===== src/rtl/count_wrap_monitor_pkg.sv =====
// -----------------------------------------------------------------------------
// count_wrap_monitor_pkg
// Shared definitions for the up/down counter monitor and its neighbours:
//   - monitor_state_e : monitor FSM states (2-bit encoding)
//   - mode_e          : counter direction encoding, shared with counter_mod
//   - WIDTH_DEF / WRAP_W_DEF : default bus widths
//   - CNT_MAX / WRAP_MAX     : all-ones values for the default widths
// -----------------------------------------------------------------------------
package count_wrap_monitor_pkg;

    localparam int WIDTH_DEF  = 4;
    localparam int WRAP_W_DEF = 8;

    localparam int CNT_MAX  = (1 << WIDTH_DEF) - 1;
    localparam int WRAP_MAX = (1 << WRAP_W_DEF) - 1;

    typedef enum logic [1:0] {
        INIT  = 2'd0,
        TRACK = 2'd1,
        FAULT = 2'd2
    } monitor_state_e;

    typedef enum logic {
        MODE_UP = 1'b0,
        MODE_DN = 1'b1
    } mode_e;

endpackage


===== src/rtl/count_wrap_monitor_sat_counter.sv =====
// -----------------------------------------------------------------------------
// sat_counter
// Saturating up-counter for statistics. Increments on inc, holds at all-ones
// once reached, and returns to zero on reset or clear.
// Ports:
//   clk   in   system clock, rising edge
//   reset in   synchronous active-high reset
//   clear in   synchronous soft clear (same effect as reset)
//   inc   in   increment request for this cycle
//   value out  registered count, W bits
// -----------------------------------------------------------------------------
module sat_counter #(
    parameter int W = 8
) (
    input  logic         clk,
    input  logic         reset,
    input  logic         clear,
    input  logic         inc,
    output logic [W-1:0] value
);

    always_ff @(posedge clk) begin
        // NOTE: sequential state is always assigned with <= so every register
        // sees the pre-edge values of the others, independent of statement order.
        if (reset || clear) begin
            value <= '0;
        end else if (inc && (value != {W{1'b1}})) begin
            value <= value + W'(1);
        end
    end

endmodule


===== src/rtl/count_wrap_monitor.sv =====
// -----------------------------------------------------------------------------
// count_wrap_monitor
// Watches an up/down counter and checks that every sampled step is +/-1
// (mod 2^WIDTH) in the direction that was commanded at the previous sample.
// Reports wraps, direction changes, and latches a sticky fault on any
// illegal step (including a held count).
// Ports:
//   clk        in   system clock, rising edge
//   reset      in   synchronous active-high reset (shared with the counter)
//   mode       in   counter direction, 0 = up, 1 = down
//   count      in   counter output, WIDTH bits
//   clear      in   synchronous soft clear: re-arm and zero statistics
//   locked     out  high while tracking a legal sequence
//   ovf_pulse  out  one-cycle pulse on an up-wrap (max -> 0)
//   unf_pulse  out  one-cycle pulse on a down-wrap (0 -> max)
//   dir_change out  one-cycle pulse when mode differs from the previous sample
//   wrap_count out  saturating total of wraps, WRAP_W bits
//   step_err   out  sticky illegal-step flag
// All outputs are registered.
// -----------------------------------------------------------------------------
module count_wrap_monitor
    import count_wrap_monitor_pkg::*;
#(
    parameter int WIDTH  = WIDTH_DEF,
    parameter int WRAP_W = WRAP_W_DEF
) (
    input  logic              clk,
    input  logic              reset,
    input  logic              mode,
    input  logic [WIDTH-1:0]  count,
    input  logic              clear,
    output logic              locked,
    output logic              ovf_pulse,
    output logic              unf_pulse,
    output logic              dir_change,
    output logic [WRAP_W-1:0] wrap_count,
    output logic              step_err
);

    localparam logic [WIDTH-1:0] CNT_TOP = {WIDTH{1'b1}};

    monitor_state_e   state;
    logic [WIDTH-1:0] prev_count;
    logic             prev_mode;

    logic [WIDTH-1:0] exp_count;
    logic             step_ok;
    logic             is_ovf;
    logic             is_unf;
    logic             wrap_inc;

    // Expected value wraps naturally in WIDTH-bit arithmetic.
    always_comb begin
        // NOTE: every combinational output gets a value before any branching,
        // so no path leaves it unassigned and no latch is inferred.
        exp_count = prev_count + WIDTH'(1);
        if (prev_mode == MODE_DN) begin
            exp_count = prev_count - WIDTH'(1);
        end
        step_ok  = (count == exp_count);
        is_ovf   = step_ok && (prev_mode == MODE_UP) && (prev_count == CNT_TOP);
        is_unf   = step_ok && (prev_mode == MODE_DN) && (prev_count == '0);
        wrap_inc = (state == TRACK) && (is_ovf || is_unf);
    end

    always_ff @(posedge clk) begin
        if (reset || clear) begin
            state      <= INIT;
            prev_count <= '0;
            prev_mode  <= MODE_UP;
            locked     <= 1'b0;
            ovf_pulse  <= 1'b0;
            unf_pulse  <= 1'b0;
            dir_change <= 1'b0;
            step_err   <= 1'b0;
        end else begin
            ovf_pulse  <= 1'b0;
            unf_pulse  <= 1'b0;
            dir_change <= 1'b0;
            case (state)
                INIT: begin
                    // First sample only seeds the history; nothing to check yet.
                    prev_count <= count;
                    prev_mode  <= mode;
                    locked     <= 1'b1;
                    state      <= TRACK;
                end
                TRACK: begin
                    // Direction change is reported even on a failing step.
                    dir_change <= (mode != prev_mode);
                    if (step_ok) begin
                        prev_count <= count;
                        prev_mode  <= mode;
                        ovf_pulse  <= is_ovf;
                        unf_pulse  <= is_unf;
                    end else begin
                        step_err <= 1'b1;
                        locked   <= 1'b0;
                        state    <= FAULT;
                    end
                end
                FAULT: begin
                    // Frozen until reset or clear.
                end
                default: begin
                    state <= INIT;
                end
            endcase
        end
    end

    sat_counter #(
        .W (WRAP_W)
    ) u_wrap_cnt (
        .clk   (clk),
        .reset (reset),
        .clear (clear),
        .inc   (wrap_inc),
        .value (wrap_count)
    );

endmodule


===== config.mk =====
export PLATFORM = sky130hd
export DESIGN_NAME = count_wrap_monitor
export DESIGN_NICKNAME = d
export VERILOG_FILES = /design/src/rtl/count_wrap_monitor_pkg.sv /design/src/rtl/count_wrap_monitor_sat_counter.sv /design/src/rtl/count_wrap_monitor.sv
export SDC_FILE = /design/constraint.sdc
export NUM_CORES = 1
export LEC_CHECK = 0
export ABC_AREA = 1
export CAP_MARGIN = 20
export CORE_MARGIN = 8
export CORE_UTILIZATION = 40
export CTS_CLUSTER_SIZE = 10
export DETAILED_ROUTE_END_ITERATION = 7
export SYNTH_ARGS = -nofsm -noshare
export SYNTH_HDL_FRONTEND = slang
export SYNTH_SLANG_ARGS = --single-unit
export TNS_END_PERCENT = 50

===== constraint.sdc =====
create_clock -name clk -period 3.05 [get_ports clk]
set_clock_uncertainty 0.15 [all_clocks]
set_input_delay 0.305 -clock clk [delete_from_list [all_inputs] [get_ports clk]]
set_output_delay 0.305 -clock clk [all_outputs]
set_load 0.01 [all_outputs]

======== After elaboration in Yosys (flattened, before gate mapping) ========
Index checks and enable logic that the tools add are counted.
word-level totals
  input port bits ......................... 8
  bits in registers ....................... 20
  word-level logic and storage cells ...... 50
  output and inout bits ................... 13
operators by class
  reduce and logical (&&, ||, !) cells .... 17
  bitwise gates (word level) .............. 4
  add/sub/neg operators ................... 3
  equal/unequal tests ..................... 8
  multiplexer cells ....................... 9
operator list
  cell                 count
  $add 8x1->8 const B  1
  $mux 4               2
  $ne 8x8->1 const B   1
  $pmux 4 s2           1
  $reduce_and 2->1     4
  $logic_and 1x1->1    6
  $pmux 2 s3           1
  $add 4x1->4 const B  1
  $eq 4x4->1           1
  $eq 4x4->1 const B   1
  $logic_not 4->1      1
  $ne 2x2->1 const B   2
  $not 1->1            4
  $pmux 1 s2           2
  $sub 4x1->4 const B  1
  $reduce_or 3->1      1
  $eq 2x1->1 const B   1
  $eq 2x2->1 const B   1
  $logic_not 2->1      1
  $logic_or 1x1->1     2
  $mux 1               2
  $mux 2               1
  $reduce_bool 2->1    1
  $reduce_or 2->1      1
  $ne 1x1->1           1

======== Longest topological paths before layout ========
Gate-level depths: netlist (run 1).
  depth after elaboration ................. 8
  mapped depth ............................ 13
  gate-level depth less buffers ........... 13

======== Modules after synthesis ========
From an unflattened synthesis (run 1), not the netlist that was laid out.
unflattened totals
  cell total of the unflattened synthesis .. 160
  area total of the unflattened synthesis .. 1113.6 um2
modules (own cells, without submodules)
  module              instances  cells an instance  area each (um2)  seq. area each (um2)
  count_wrap_monitor  1          93                 665.6            240.2
  sat_counter         1          67                 447.9            160.2

======== Worst setup path after synthesis (run 1) ========
OpenSTA, ideal clock, no wires.
  kind .................................... register -> register
  start point ............................. register prev_count[0]
  end point ............................... register u_wrap_cnt.value[4]
  path buffers ............................ 0
  cell stages (with the launch flop) ...... 9
  clock period less this slack ............ 2.124 ns
  setup slack ............................. 0.926 ns
  required time ........................... 2.781 ns
  data arrival time ....................... 1.855 ns
  library setup time ...................... 0.119 ns
  cell sequence ........................... dfxtp_1 > inv_1 > fa_1 > xor2_1 > nand2_1 > nor2_4 > nand4_4 > nor3b_1 > nor2_1
on the way
  cells in the longest elaborated chain, start to end .. 8
  elaborated cells between the ends (all ways) .. 13
  classes of those cells .................. add/sub: 2; eq/ne: 2; mux: 1; reduce/logical: 8
RTL lines
  what                                               line                                                RTL
  start: declaration                                 count_wrap_monitor.sv:43                            logic [WIDTH-1:0] prev_count;
  start signal: assignment                           count_wrap_monitor.sv:83                            prev_count <= count;
  start signal: assignment                           count_wrap_monitor.sv:92                            prev_count <= count;
  $add 4x1->4 or $sub 4x1->4 (tied branches)         count_wrap_monitor.sv:56, count_wrap_monitor.sv:58
  $mux 4                                             count_wrap_monitor.sv:57                            if (prev_mode == MODE_DN) begin
  $eq 4x4->1                                         count_wrap_monitor.sv:60                            step_ok = (count == exp_count);
  $logic_and 1x1->1 (on tied branches) (2 in a row)  count_wrap_monitor.sv:61, count_wrap_monitor.sv:62
  $logic_or 1x1->1 (*)                               count_wrap_monitor.sv:63                            wrap_inc = (state == TRACK) && (is_ovf || is_unf);
  $logic_and 1x1->1 (*)                              count_wrap_monitor.sv:63
  $logic_and 1x1->1 (*)                              count_wrap_monitor_sat_counter.sv:27                end else if (inc && (value != {W{1'b1}})) begin
  end signal: assignment                             count_wrap_monitor_sat_counter.sv:28                value <= value + W'(1);
  end: declaration                                   count_wrap_monitor_sat_counter.sv:19                output logic [W-1:0] value
Mark *: on every way between the ends. The rest lies on a longest branch, timed or not.
A chain may end at the register's enable or synchronous reset.

======== Worst setup path in the final report (run 1) ========
  start point ............................. register prev_count[0]
  end point ............................... register prev_mode
on the way
  cells in the longest elaborated chain, start to end .. 5
  elaborated cells between the ends (all ways) .. 6
  classes of those cells .................. add/sub: 2; eq/ne: 2; mux: 1; reduce/logical: 1
RTL lines
  what                                        line                                                RTL
  $add 4x1->4 or $sub 4x1->4 (tied branches)  count_wrap_monitor.sv:56, count_wrap_monitor.sv:58
  $mux 4 (*)                                  count_wrap_monitor.sv:57
  $eq 4x4->1 (*)                              count_wrap_monitor.sv:60
  $ne 2x2->1 (no source line) (*)             --
  $reduce_and 2->1 (no source line) (*)       --
  end signal: assignment                      count_wrap_monitor.sv:84                            prev_mode <= mode;
  end signal: assignment                      count_wrap_monitor.sv:93                            prev_mode <= mode;
  end: declaration                            count_wrap_monitor.sv:44                            logic prev_mode;
Marks and branches as above.

==> results.toml, run 1 <==
[grt]
antenna_found_initial = 0
globalRouteOverflowTotal = 0
grt_max_degree = 12
grt_pass1_vias = 984
grt_pass1_wl_um = 4410
grt_usage_pct = 10.5

[detailed_routing]
wirelength_um = 2500
vias = 1051
ant_nets = 0
vias_per_cell = 4.82
wl_per_cell_um = 11.5
detail_route.iter0.violations = 57
dr.pass1.iters = 5
drc = 0

[floorplan]
num_rows = 19
start_util_pct = 42.1
die_w_um = 69.9
coreArea_um2 = 2760
die-area_um2 = 4880
ios = 21
die_height_um = 69.9

[hold_path]
hp-class = "reg -> reg"

[synth]
synthesis.area_um2 = 1160
avgSynthCellArea_um2 = 7.07
synth_cell_types = 29
ys_seq_area_share_pct = 34.5
yosys_register_bits = 20
yosys_warnings = 0
synth_nets = 176
synth_cells = 164

[power_and_ir_drop]
p_leak_nw = 0.596
ir_worst_vdd_mv = 0.192
power_mw = 0.478
p_per_area_nw_per_um2 = 335

[clock_tree]
cts_buffers = 3
clk_latency_ns = 0.29
ctsHoldBuffers = 0
post_cts_buffers = 0
cts_max_level = 1
cts_tree = "yes"
clockBufferDepth = 2
cts_sinks = 20
postCtsResizedCells = 0
cts_root_buf = "clkbuf_4"
cts.reportedPaths.clkPinSlew_ns = 0.10

[final_layout]
syn_to_final_growth_pct = 22.8
final-seq-area_um2 = 400
antenna_cells = 0
multi_input_area_um2 = 667
layout-drive-gt1-share_pct = 12.3
fillers = 284
layout_commonest_cell = "nand2_1"
final_cell_mix = "nand2_1 (45), nor2_1 (24), dfxtp_1 (20), clkdlybuf4s50_1 (20), inv_1 (18)"
fin_nets = 201

[critical_path]
critPathRequiredTime_ns = 3.12
critPathLaunchType = "flop"
worstPathArrival_ns = 2.39
criticalPathCategory = "reg -> reg"
crit_fanout = 7
worst_setup_path_end_kind = "flop"

[timing]
period_needed_ns = 2.33
rsz0062_at_grt = "no"
clock.fmax_ghz = 0.430
fin_crit_sh_pct = 76.3
hold_violations = 0
fin_setup_tns_ns = 0
setup_viol = 0
relSlewSlack_pct = 82.0
worst_slew_pin_slew_ns = 0.269
drv_slew = 0

[placement]
port_buffers = 20
gp_congestion = 0.834
dp_hpwl_um = 1990

[outcome]
status = "finished, final reports clean"

[flow_run]
cap_violations = 0
## worst paths after layout
check / from / endpoint / slack [ns] / cells past startpoint
worst max-delay path: prev_count[0]$_SDFFE_PP0P_ / prev_mode$_SDFFE_PP0P_ / 0.72 / 13
worst min-delay path: step_err$_SDFFE_PP0P_ / step_err$_SDFFE_PP0P_ / 0.31 / 2
worst max register to register: prev_count[0]$_SDFFE_PP0P_ / prev_mode$_SDFFE_PP0P_ / 0.72 / 13
worst min register to register: step_err$_SDFFE_PP0P_ / step_err$_SDFFE_PP0P_ / 0.31 / 2
## report_power, final
part / total, mW / switching, mW / internal (mW) / leakage, nW
clock: 0.121 / 0.0750 / 0.0459 / 0.0138
sequential: 0.274 / 0.00661 / 0.267 / 0.162
combinational: 0.0830 / 0.0494 / 0.0336 / 0.420
total: 0.478 / 0.131 / 0.347 / 0.596
## metrics by stage
stage	util (%)	cells	worst slack [ns]	area, um2	hold slack [ns]
after floorplan	-	164	0.926	1160	0.298
after global placement	50.8	215	0.815	1400	0.291
after detailed placement	50.8	215	0.746	1400	0.301
after CTS	51.6	218	0.718	1420	0.316
after global routing	51.6	218	0.485	1420	0.334
final	51.6	218	0.724	1420	0.308
## cells in the mapped netlist, drive strengths merged
cell,instances,area (um2)
a21oi,11,66.3
buf,1,5.00
clkinv,3,12.5
dfxtp,20,400
fa,1,20.0
ha,3,37.5
inv,20,75.1
nand2,51,221
nand3,12,70.1
nand3b,1,7.51
nand4,4,55.1
nor2,26,108
nor3,1,5.00
nor3b,2,15.0
o21ai,3,15.0
o21bai,2,22.5
or2,1,6.26
xnor2,1,8.76
xor2,1,8.76
## sequential cells by signal, summed over array words and instances (netlist names)
register and count:
unf_pulse 1, dir_change 1, ovf_pulse 1, state 2, prev_count 4, u_wrap_cnt.value 8, prev_mode 1, step_err 1
locked 1
## kinds of logic after synthesis
logic type | after synthesis | share of synthesized area [%]
fa+ha+maj | 4 | 4.96
simple gates | 98 | 42.1
flops | 20 | 34.5
buf+inv | 24 | 7.98
xor+xnor | 2 | 1.51
compound gates | 16 | 8.95
## worst max-delay path: stages, from the launching register on
cell      delay (ns)
dfxtp_1         0.44
inv_1           0.11
fa_1            0.49
inv_1           0.10
nand2_1         0.05
nand3b_1        0.08
nand2_1         0.10
nor2_4          0.21
nand2_4         0.08
nand2_2         0.08
nand2_4         0.08
clkinv_2        0.10
nand2_1         0.06
a21oi_1         0.13
## metal layers
layer / GRT usage, % / part of all wire [%] / vias up
met5: 0 / 0 / -
met4: 2.68 / 0.56 / 0
met3: 3.25 / 5.1 / 2
met2: 16.4 / 45 / 19
met1: 13.4 / 49 / 466
li1: - / - / 564
## area by class of cell
type	instances	area share [%]
clock buffer	3	1.58
inverter	23	6.15
multi-input combinational	120	46.8
sequential	20	28.1
tap	31	2.72
timing repair buffer	21	14.6
No activity file was read; power rests on OpenSTA's default activity.
==> run 2: changes to the inputs <==
--- a/config.mk
+++ b/config.mk
@@ -11,6 +11,7 @@
 export CORE_UTILIZATION = 40
 export CTS_CLUSTER_SIZE = 10
 export DETAILED_ROUTE_END_ITERATION = 7
+export PLACE_DENSITY = 0.66
 export SYNTH_ARGS = -nofsm -noshare
 export SYNTH_HDL_FRONTEND = slang
 export SYNTH_SLANG_ARGS = --single-unit
==> constraint.sdc (replaced) <==
create_clock -name clk -period 1.9 [get_ports clk]
set_clock_uncertainty 0.15 [all_clocks]
set_input_delay 0.19 -clock clk [delete_from_list [all_inputs] [get_ports clk]]
set_output_delay 0.19 -clock clk [all_outputs]
set_load 0.01 [all_outputs]
==> results.toml, run 2 (same netlist as run 1, synthesis figures left out) <==
[outcome]
status = "complete, but fails checks"
violations = "negative setup slack"

[timing]
relSlewSlack_pct = 79.2
rsz0062_at_grt = "yes"
fin_setup_tns_ns = -3.38
fin_crit_sh_pct = 113
drv_slew = 0
worst_slack_ns = -0.249
worst_slew_pin_slew_ns = 0.311
clock.fmax_ghz = 0.465
period_needed_ns = 2.15
hold_ws_ns = 0.315
setup_viol = 19
hold_violations = 0

[grt]
grt_usage_pct = 10.9
globalRouteOverflowTotal = 0
antenna_found_initial = 0
grt_max_degree = 13
grt_pass1_wl_um = 4550
grt_pass1_vias = 1101

[detailed_routing]
dr.pass1.iters = 4
vias = 1124
wl_per_cell_um = 11.9
ant_nets = 0
wirelength_um = 2710
detail_route.iter0.violations = 43
vias_per_cell = 4.91
drc = 0

[final_layout]
layout_commonest_cell = "nand2_1"
fillers = 249
top_regs = "u_wrap_cnt.value (8), prev_count (4), state (2)"
syn_to_final_growth_pct = 37.0
antenna_cells = 0
top_register = "u_wrap_cnt.value"
layout-drive-gt1-share_pct = 24.2
final_cell_mix = "nand2_1 (44), nor2_1 (23), clkdlybuf4s50_1 (20)"
stdcell_area_um2 = 1590
fin_nets = 211
largest_register_ffs = 8

[critical_path]
reg2reg_from = "prev_count[0]$_SDFFE_PP0P_"
critPathRequiredTime_ns = 1.98
worst_setup_path_end_kind = "flop"
critPathLaunchType = "flop"
worstPathArrival_ns = 2.23
criticalPathCategory = "reg -> reg"
rrSetupSlack_ns = -0.25
timing.rr.end = "prev_count[0]$_SDFFE_PP0P_"
crit_fanout = 7
reg2reg_depth = 11

[floorplan]
die_height_um = 69.9
start_util_pct = 42.1
die-area_um2 = 4880
num_rows = 19
ios = 21
coreArea_um2 = 2760
die_w_um = 69.9

[clock_tree]
cts_buffers = 3
cts_max_level = 1
clk_latency_ns = 0.31
cts_root_buf = "clkbuf_4"
cts_sinks = 20
cts.reportedPaths.clkPinSlew_ns = 0.13
ctsHoldBuffers = 0
clockBufferDepth = 2
cts_tree = "yes"

[flow_run]
cap_violations = 0

[placement]
port_buffers = 20
gp_congestion = 0.865
dpl_cell_area_um2 = 1500
dp_slack_ns = -0.212
dp_hpwl_um = 2080

[hold_path]
hold_depth = 2
whs_endpoint = "step_err$_SDFFE_PP0P_"
hp-class = "reg -> reg"
hold_start = "step_err$_SDFFE_PP0P_"

[power_and_ir_drop]
p_sw_share_pct = 27.4
power_mw = 0.911
switching_power_mw = 0.250
ir_worst_vdd_mv = 0.335
p_leak_nw = 0.668
pwr-share-comb_pct = 18.4
p_per_area_nw_per_um2 = 573
seq_power_share_pct = 48.0
clock_power_share_pct = 33.6
intPower_mw = 0.661
## run 2: cell type report
class	instances	area (um2)	share of cell area (%)
inverters	23	92.6	5.83
repair buffers	31	283	17.8
clock buffers	4	47.5	2.99
well taps	31	38.8	2.44
flip-flops and latches	20	407	25.6
multi-input cells	120	721	45.4
## run 2: metrics by stage
stage                     utilization (%)  std cells
after floorplan                         -        164
after global placement               54.2        224
after detailed placement             54.2        224
after CTS                            56.9        229
after global routing                 57.6        229
final                                57.6        229
## run 2: worst max-delay path by stage
stage                               start                               end  slack (ns)  depth (start not counted)
2_1_floorplan  prev_count[0]$_SDFFE_PP0P_  u_wrap_cnt.value[7]$_SDFFE_PP0P_       -0.11                         10
3_3_place_gp   prev_count[0]$_SDFFE_PP0P_  u_wrap_cnt.value[7]$_SDFFE_PP0P_       -0.16                         10
3_5_place_dp   prev_count[0]$_SDFFE_PP0P_  u_wrap_cnt.value[7]$_SDFFE_PP0P_       -0.21                         10
4_1_cts        prev_count[0]$_SDFFE_PP0P_  u_wrap_cnt.value[7]$_SDFFE_PP0P_       -0.23                         10
5_1_grt        prev_count[0]$_SDFFE_PP0P_        prev_count[0]$_SDFFE_PP0P_       -0.37                         11
6_report       prev_count[0]$_SDFFE_PP0P_        prev_count[0]$_SDFFE_PP0P_       -0.25                         11
## run 2: timing repair
item	in CTS	in global routing
setup endpoints to repair	19	19
resized for setup	5	5
buffers inserted	1	0
## run 2: routing by layer
metal / GRT usage [%] / routed length [um]
met1: 12.1 / 1240
met2: 18.8 / 1320
met3: 3.39 / 118
met4: 4.46 / 27
met5: 0 / 0
## run 2: power by group through the flow
stage | sequential (mW) | clock [mW] | combinational, mW
after floorplan | 0.448 | 0 | 0.0933
after global placement | 0.446 | 0 | 0.148
after detailed placement | 0.446 | 0 | 0.152
after CTS | 0.437 | 0.313 | 0.160
after global routing | 0.438 | 0.323 | 0.183
final | 0.437 | 0.306 | 0.167
## run 2: worst max-delay path, stage by stage, from the launching register on
cell	delay, ns
dfxtp_4	0.37
inv_2	0.04
fa_1	0.55
xor2_1	0.14
nand2_1	0.11
nor2_4	0.21
nand2_4	0.08
nand2_4	0.09
nand2_8	0.07
clkinv_4	0.08
nand2_1	0.06
a21oi_2	0.12
